### config.mk
export PLATFORM = sky130hd
export DESIGN_NAME = alu_issue
export DESIGN_NICKNAME = d
export VERILOG_FILES = /design/src/rtl/alu_issue.sv
export SDC_FILE = /design/constraint.sdc
export NUM_CORES = 1
export LEC_CHECK = 0
export ABC_AREA = 1
export BUFFER_PORTS_ARGS = -buffer_cell sky130_fd_sc_hd__clkbuf_2
export CORE_MARGIN = 5
export CORE_UTILIZATION = 51
export CTS_CLUSTER_SIZE = 40
export DETAILED_ROUTE_END_ITERATION = 16
export GPL_ROUTABILITY_DRIVEN = 0
export PLACE_DENSITY = 0.81
export SYNTH_ARGS = -nofsm -noshare
export SYNTH_HDL_FRONTEND = slang
export SYNTH_SLANG_ARGS = --single-unit
### constraint.sdc
create_clock -name CLK -period 2 [get_ports CLK]
set_input_delay 0.1 -clock CLK [delete_from_list [all_inputs] [get_ports CLK]]
set_output_delay 0.1 -clock CLK [all_outputs]
set_load 0.05 [all_outputs]
### src/rtl/alu_issue.sv
// Issue stage in front of the ALU: decode, operand read, RAW/WAW scoreboard.
// Define ALU_ISSUE_IMM_PREFIX_EN to enable the IMM prefix instruction class.
module alu_issue #(
    parameter int BITS = 16
) (
    input  logic            CLK,
    input  logic            RST,
    input  logic [15:0]     instr,
    input  logic            instr_valid,
    output logic            instr_ready,
    output logic [3:0]      regA_sel,
    output logic [3:0]      regB_sel,
    input  logic [BITS-1:0] regA_data,
    input  logic [BITS-1:0] regB_data,
    input  logic            wb_valid,
    input  logic [3:0]      wb_reg,
    output logic [BITS-1:0] A,
    output logic [BITS-1:0] B,
    output logic [4:0]      aluOp,
    output logic            execute,
    output logic [3:0]      dest_reg,
    output logic            dest_we,
    output logic            illegal
);

    logic [BITS-1:0] a_q, a_d, b_q, b_d;
    logic [4:0]      op_q, op_d;
    logic [3:0]      dst_q, dst_d;
    logic            we_q, we_d;
    logic            exe_q, exe_d;
    logic            ill_q, ill_d;
    logic [15:0]     pend_q, pend_d;

    logic            is_pfx, is_rr, is_ri, is_ill;
    logic            op_we, hazard, accept, issue;
    logic [4:0]      op;
    logic [3:0]      dst, src;
    logic [BITS-1:0] imm;

    assign op       = instr[12:8];
    assign dst      = instr[7:4];
    assign src      = instr[3:0];
    assign regA_sel = dst;
    assign regB_sel = src;

    always_comb begin
        is_pfx = 1'b0;
        is_rr  = 1'b0;
        is_ri  = 1'b0;
        is_ill = 1'b0;
        unique casez (instr[15:12])
            4'b0000: ;
`ifdef ALU_ISSUE_IMM_PREFIX_EN
            4'b0001: is_pfx = 1'b1;
`endif
            4'b001?: is_rr  = 1'b1;
            4'b010?: is_ri  = 1'b1;
            default: is_ill = 1'b1;
        endcase
    end

    // Compares, branches and stores: ops that never write a register.
    always_comb begin
        op_we = 1'b1;
        case (op)
            5'd10, 5'd11, 5'd12, 5'd13, 5'd14, 5'd15,
            5'd21, 5'd22, 5'd23, 5'd24, 5'd25, 5'd26,
            5'd27, 5'd28, 5'd30, 5'd31: op_we = 1'b0;
            default: op_we = 1'b1;
        endcase
    end

    // dest is also source A, so the WAW check is covered by the RAW check.
    assign hazard      = (is_rr & (pend_q[dst] | pend_q[src]))
                       | (is_ri & pend_q[dst]);
    assign instr_ready = ~hazard;
    assign accept      = instr_valid & instr_ready;
    assign issue       = accept & (is_rr | is_ri);

`ifdef ALU_ISSUE_IMM_PREFIX_EN
    logic [11:0] pfx_q, pfx_d;
    logic        pfxv_q, pfxv_d;

    assign imm = pfxv_q ? BITS'({pfx_q, src}) : BITS'(src);

    always_comb begin
        pfx_d  = pfx_q;
        pfxv_d = pfxv_q;
        if (accept) begin
            pfxv_d = is_pfx;
            if (is_pfx) pfx_d = instr[11:0];
        end
    end

    always_ff @(posedge CLK) begin
        if (RST) begin
            pfx_q  <= '0;
            pfxv_q <= 1'b0;
        end else begin
            pfx_q  <= pfx_d;
            pfxv_q <= pfxv_d;
        end
    end
`else
    assign imm = BITS'(src);
`endif

    always_comb begin
        a_d    = a_q;
        b_d    = b_q;
        op_d   = op_q;
        dst_d  = dst_q;
        we_d   = we_q;
        exe_d  = issue;
        ill_d  = accept & is_ill;
        pend_d = pend_q;
        if (wb_valid) pend_d[wb_reg] = 1'b0;
        if (issue) begin
            a_d   = regA_data;
            b_d   = is_rr ? regB_data : imm;
            op_d  = op;
            dst_d = dst;
            we_d  = op_we;
            if (op_we) pend_d[dst] = 1'b1;
        end
    end

    always_ff @(posedge CLK) begin
        if (RST) begin
            a_q    <= '0;
            b_q    <= '0;
            op_q   <= '0;
            dst_q  <= '0;
            we_q   <= 1'b0;
            exe_q  <= 1'b0;
            ill_q  <= 1'b0;
            pend_q <= '0;
        end else begin
            a_q    <= a_d;
            b_q    <= b_d;
            op_q   <= op_d;
            dst_q  <= dst_d;
            we_q   <= we_d;
            exe_q  <= exe_d;
            ill_q  <= ill_d;
            pend_q <= pend_d;
        end
    end

    assign A        = a_q;
    assign B        = b_q;
    assign aluOp    = op_q;
    assign dest_reg = dst_q;
    assign dest_we  = we_q;
    assign execute  = exe_q;
    assign illegal  = ill_q;

endmodule

==> summary.txt <==
CTS Buf Count: 9
crit-path max FO: 2
Synth cell types: 27
Compound-Gate Fraction of Synth Area: 17.7%
Final TNS setup: 0 ns
clk root buf: clkbuf_8
buffers plus inverters on the worst setup path: 3
Total GRT Usage: 27.1%
core area: 0.00628 mm^2
Post-synth top flop: dfxtp_1
CTS H-tree depth: 3
CP max stage cell: dfxtp_1
Wirelength per Cell: 15.7 um
Post-Route WL: 10.7 mm
largest area contributor in the netlist: dfxtp_1
number of synthesized flops with an enable pin: 0
post-synthesis mux area share: 0%
P_leak: 0.00192 uW
largest net degree at the start of global routing: 36
most frequent cells in the layout: nand2_1 (151), clkbuf_2 (108), dfxtp_1 (60)
kind of cell adding the most delay to the critical path: simple AND/OR/NAND/NOR gates
Synth Register Bits: 60
Worst EP arrival: 1.73 ns
CP Depth: 10
slowest cell delay on critical path: 0.34 ns
Post-route DRC: 0
slew margin rel.: 73.8%
reg2reg setup slack: 0.17 ns
Syn Area/Cell: 6.74 um^2
Internal: 1870 uW
First-pass DRT Iterations: 6
fin util: 66.3%
maximum vdd drop: 594 uV
register area share after synthesis: 37.1%
DRT iter0 DRCs: 403
Die Y: 89.7 um
io pins: 109
min-delay worst type: input pin to flop
postcts setup bufs: 0
Final Hold Violating Endpoints: 0
Worst Path Class, Setup: flop to output port
clk_lat worst skew: 0.35 ns
Inserted Diodes: 0
switch share: 33.1%
vias after detailed routing: 3716
Logic pwr share: 19.7%
Flop pwr share: 44.3%
CTS clk-pin slew, worst paths: 0.07 ns
fin nets: 655
port bufs: 108
Clock Path Buffers: 2
post-synthesis cell count: 480
top cell type's share of synthesized area: 37.1%
# hold bufs at CTS: 24
crit share post-route: 91.3%
Die Footprint: 0.00804 mm^2
# setup viols final: 0
Mapped Nets: 536
Synth Area in Simple Gates: 31.9%
global route overflow: 0
YS warnings: 0
Worst Max-Slew Pin Slew: 0.393 ns
critical-path cell list: inv_1 -> o21ai_0 -> nand2_1 -> nand3_1 -> nand3_1 -> nand2_1 -> nand2_1 -> nand2_2 -> inv_1 -> clkbuf_2
Max Cap Viol: 0
largest family of logic cells by synthesized area: simple AND/OR/NAND/NOR gates
ys async rst share: 0%
status: finished, final reports clean
startpoint type of the worst setup path: flop
reg2reg path depth: 11
CTS tree: yes
adder-cell share of the synthesized area: 0%
Worst EP required: 1.90 ns
Slew Limit Fails: 0
top post-synthesis cells by area: dfxtp_1 (37%), nand2_1 (18%), a21oi_1 (8.8%)
Mapped Area: 0.00324 mm^2
clk sink count: 60
Area Growth Syn to Fin: 28.5%
Die W: 89.7 um
vias per inst: 5.46
Resized Gates After CTS: 0
maximum clock rate: 548 MHz
Post-DP HPWL: 6.85 mm
PD cells: 673 mW/mm^2
Routed Antenna Nets: 0
Worst Skew: 0.0128 ns
Inst Count DP: 641
switching power: 926 uW
Finished Layout Cells: 681
Synth Area in XOR/XNOR: 0.271%
initial antenna violation count: 0
commonest non-fill, non-tap cell in the layout: nand2_1
Clock Power Share: 36.1%
share of post-route cells with drive strength above 1: 28.3%
CP dominant cell by count: nand2_1
crit end category: output port
first-pass GRT wire length: 16.9 mm
hold path cells: 3
row count: 29
vias in the first global route: 3626
Starting Density: 51.6%
RSZ-0062 raised after global routing: false
min Tclk post-route: 1.83 ns
-- power groups by stage --
stage	registers (uW)	clock network, uW	logic (uW)
after floorplan	1360	0	263
after global placement	1260	0	494
after detailed placement	1270	0	500
after CTS	1240	1000	539
after global routing	1240	1070	591
final	1240	1010	551
-- metrics by stage --
step	setup slack (ns)	hold WS, ns	total power (uW)	cell area (um^2)
2_1_floorplan	0.529	0.243	1620	3240
3_3_place_gp	0.314	0.333	1760	3740
3_5_place_dp	0.231	0.338	1770	3740
4_1_cts	0.161	0.00145	2780	4160
5_1_grt	0.0153	0.0134	2900	4160
6_report	0.175	0.0101	2800	4160
-- Yosys cell counts (6+ instances only) --
master and count:
nor2_1 14, buf_2 10, buf_6 6, nand3_2 10, o21ai_0 20, a21oi_2 10
dfxtp_1 60, buf_4 9, a21oi_1 57, inv_1 46, clkbuf_1 9, nand2_1 152
nand3_1 52, a31o_2 8
-- cells by family after synthesis --
family,after synthesis
AND/OR/NAND/NOR,234
buffers and inverters,85
flip-flops,60
AO/OA/AOI/OAI,100
XOR/XNOR,1
-- routing by layer --
layer | GRT usage (%) | routed length (um) | vias to the layer above
met5 | 0 | 0 | -
met4 | 13.7 | 394 | 0
met3 | 5.47 | 842 | 34
met2 | 46.3 | 5380 | 177
met1 | 32.1 | 4050 | 1719
li1 | - | - | 1786
-- path summary, 6_finish.rpt --
check,start,end
worst max register to register,pend_q[0],B[11]
worst max-delay path,pend_q[0],instr_ready
worst min-delay path,regA_data[8],A[8]
worst min register to register,A[6],A[6]
-- worst register-to-register path: cells and delay by family (launching register included) --
kind	cells	cell delay [ns]
AND/OR/NAND/NOR	7	0.61
buffers and inverters	2	0.43
AO/OA/AOI/OAI	2	0.36
flip-flops	1	0.34
-- final cells by class --
cell class | count | area [um^2]
Multi-Input combinational cell | 335 | 1620
Sequential cell | 60 | 1200
Timing Repair Buffer | 144 | 883
Fill cell | 534 | 2120
Clock inverter | 6 | 40.0
Tap cell | 77 | 96.3
Inverter | 49 | 184
Clock buffer | 10 | 138
Note: power is estimated with default switching activity, not from simulation.
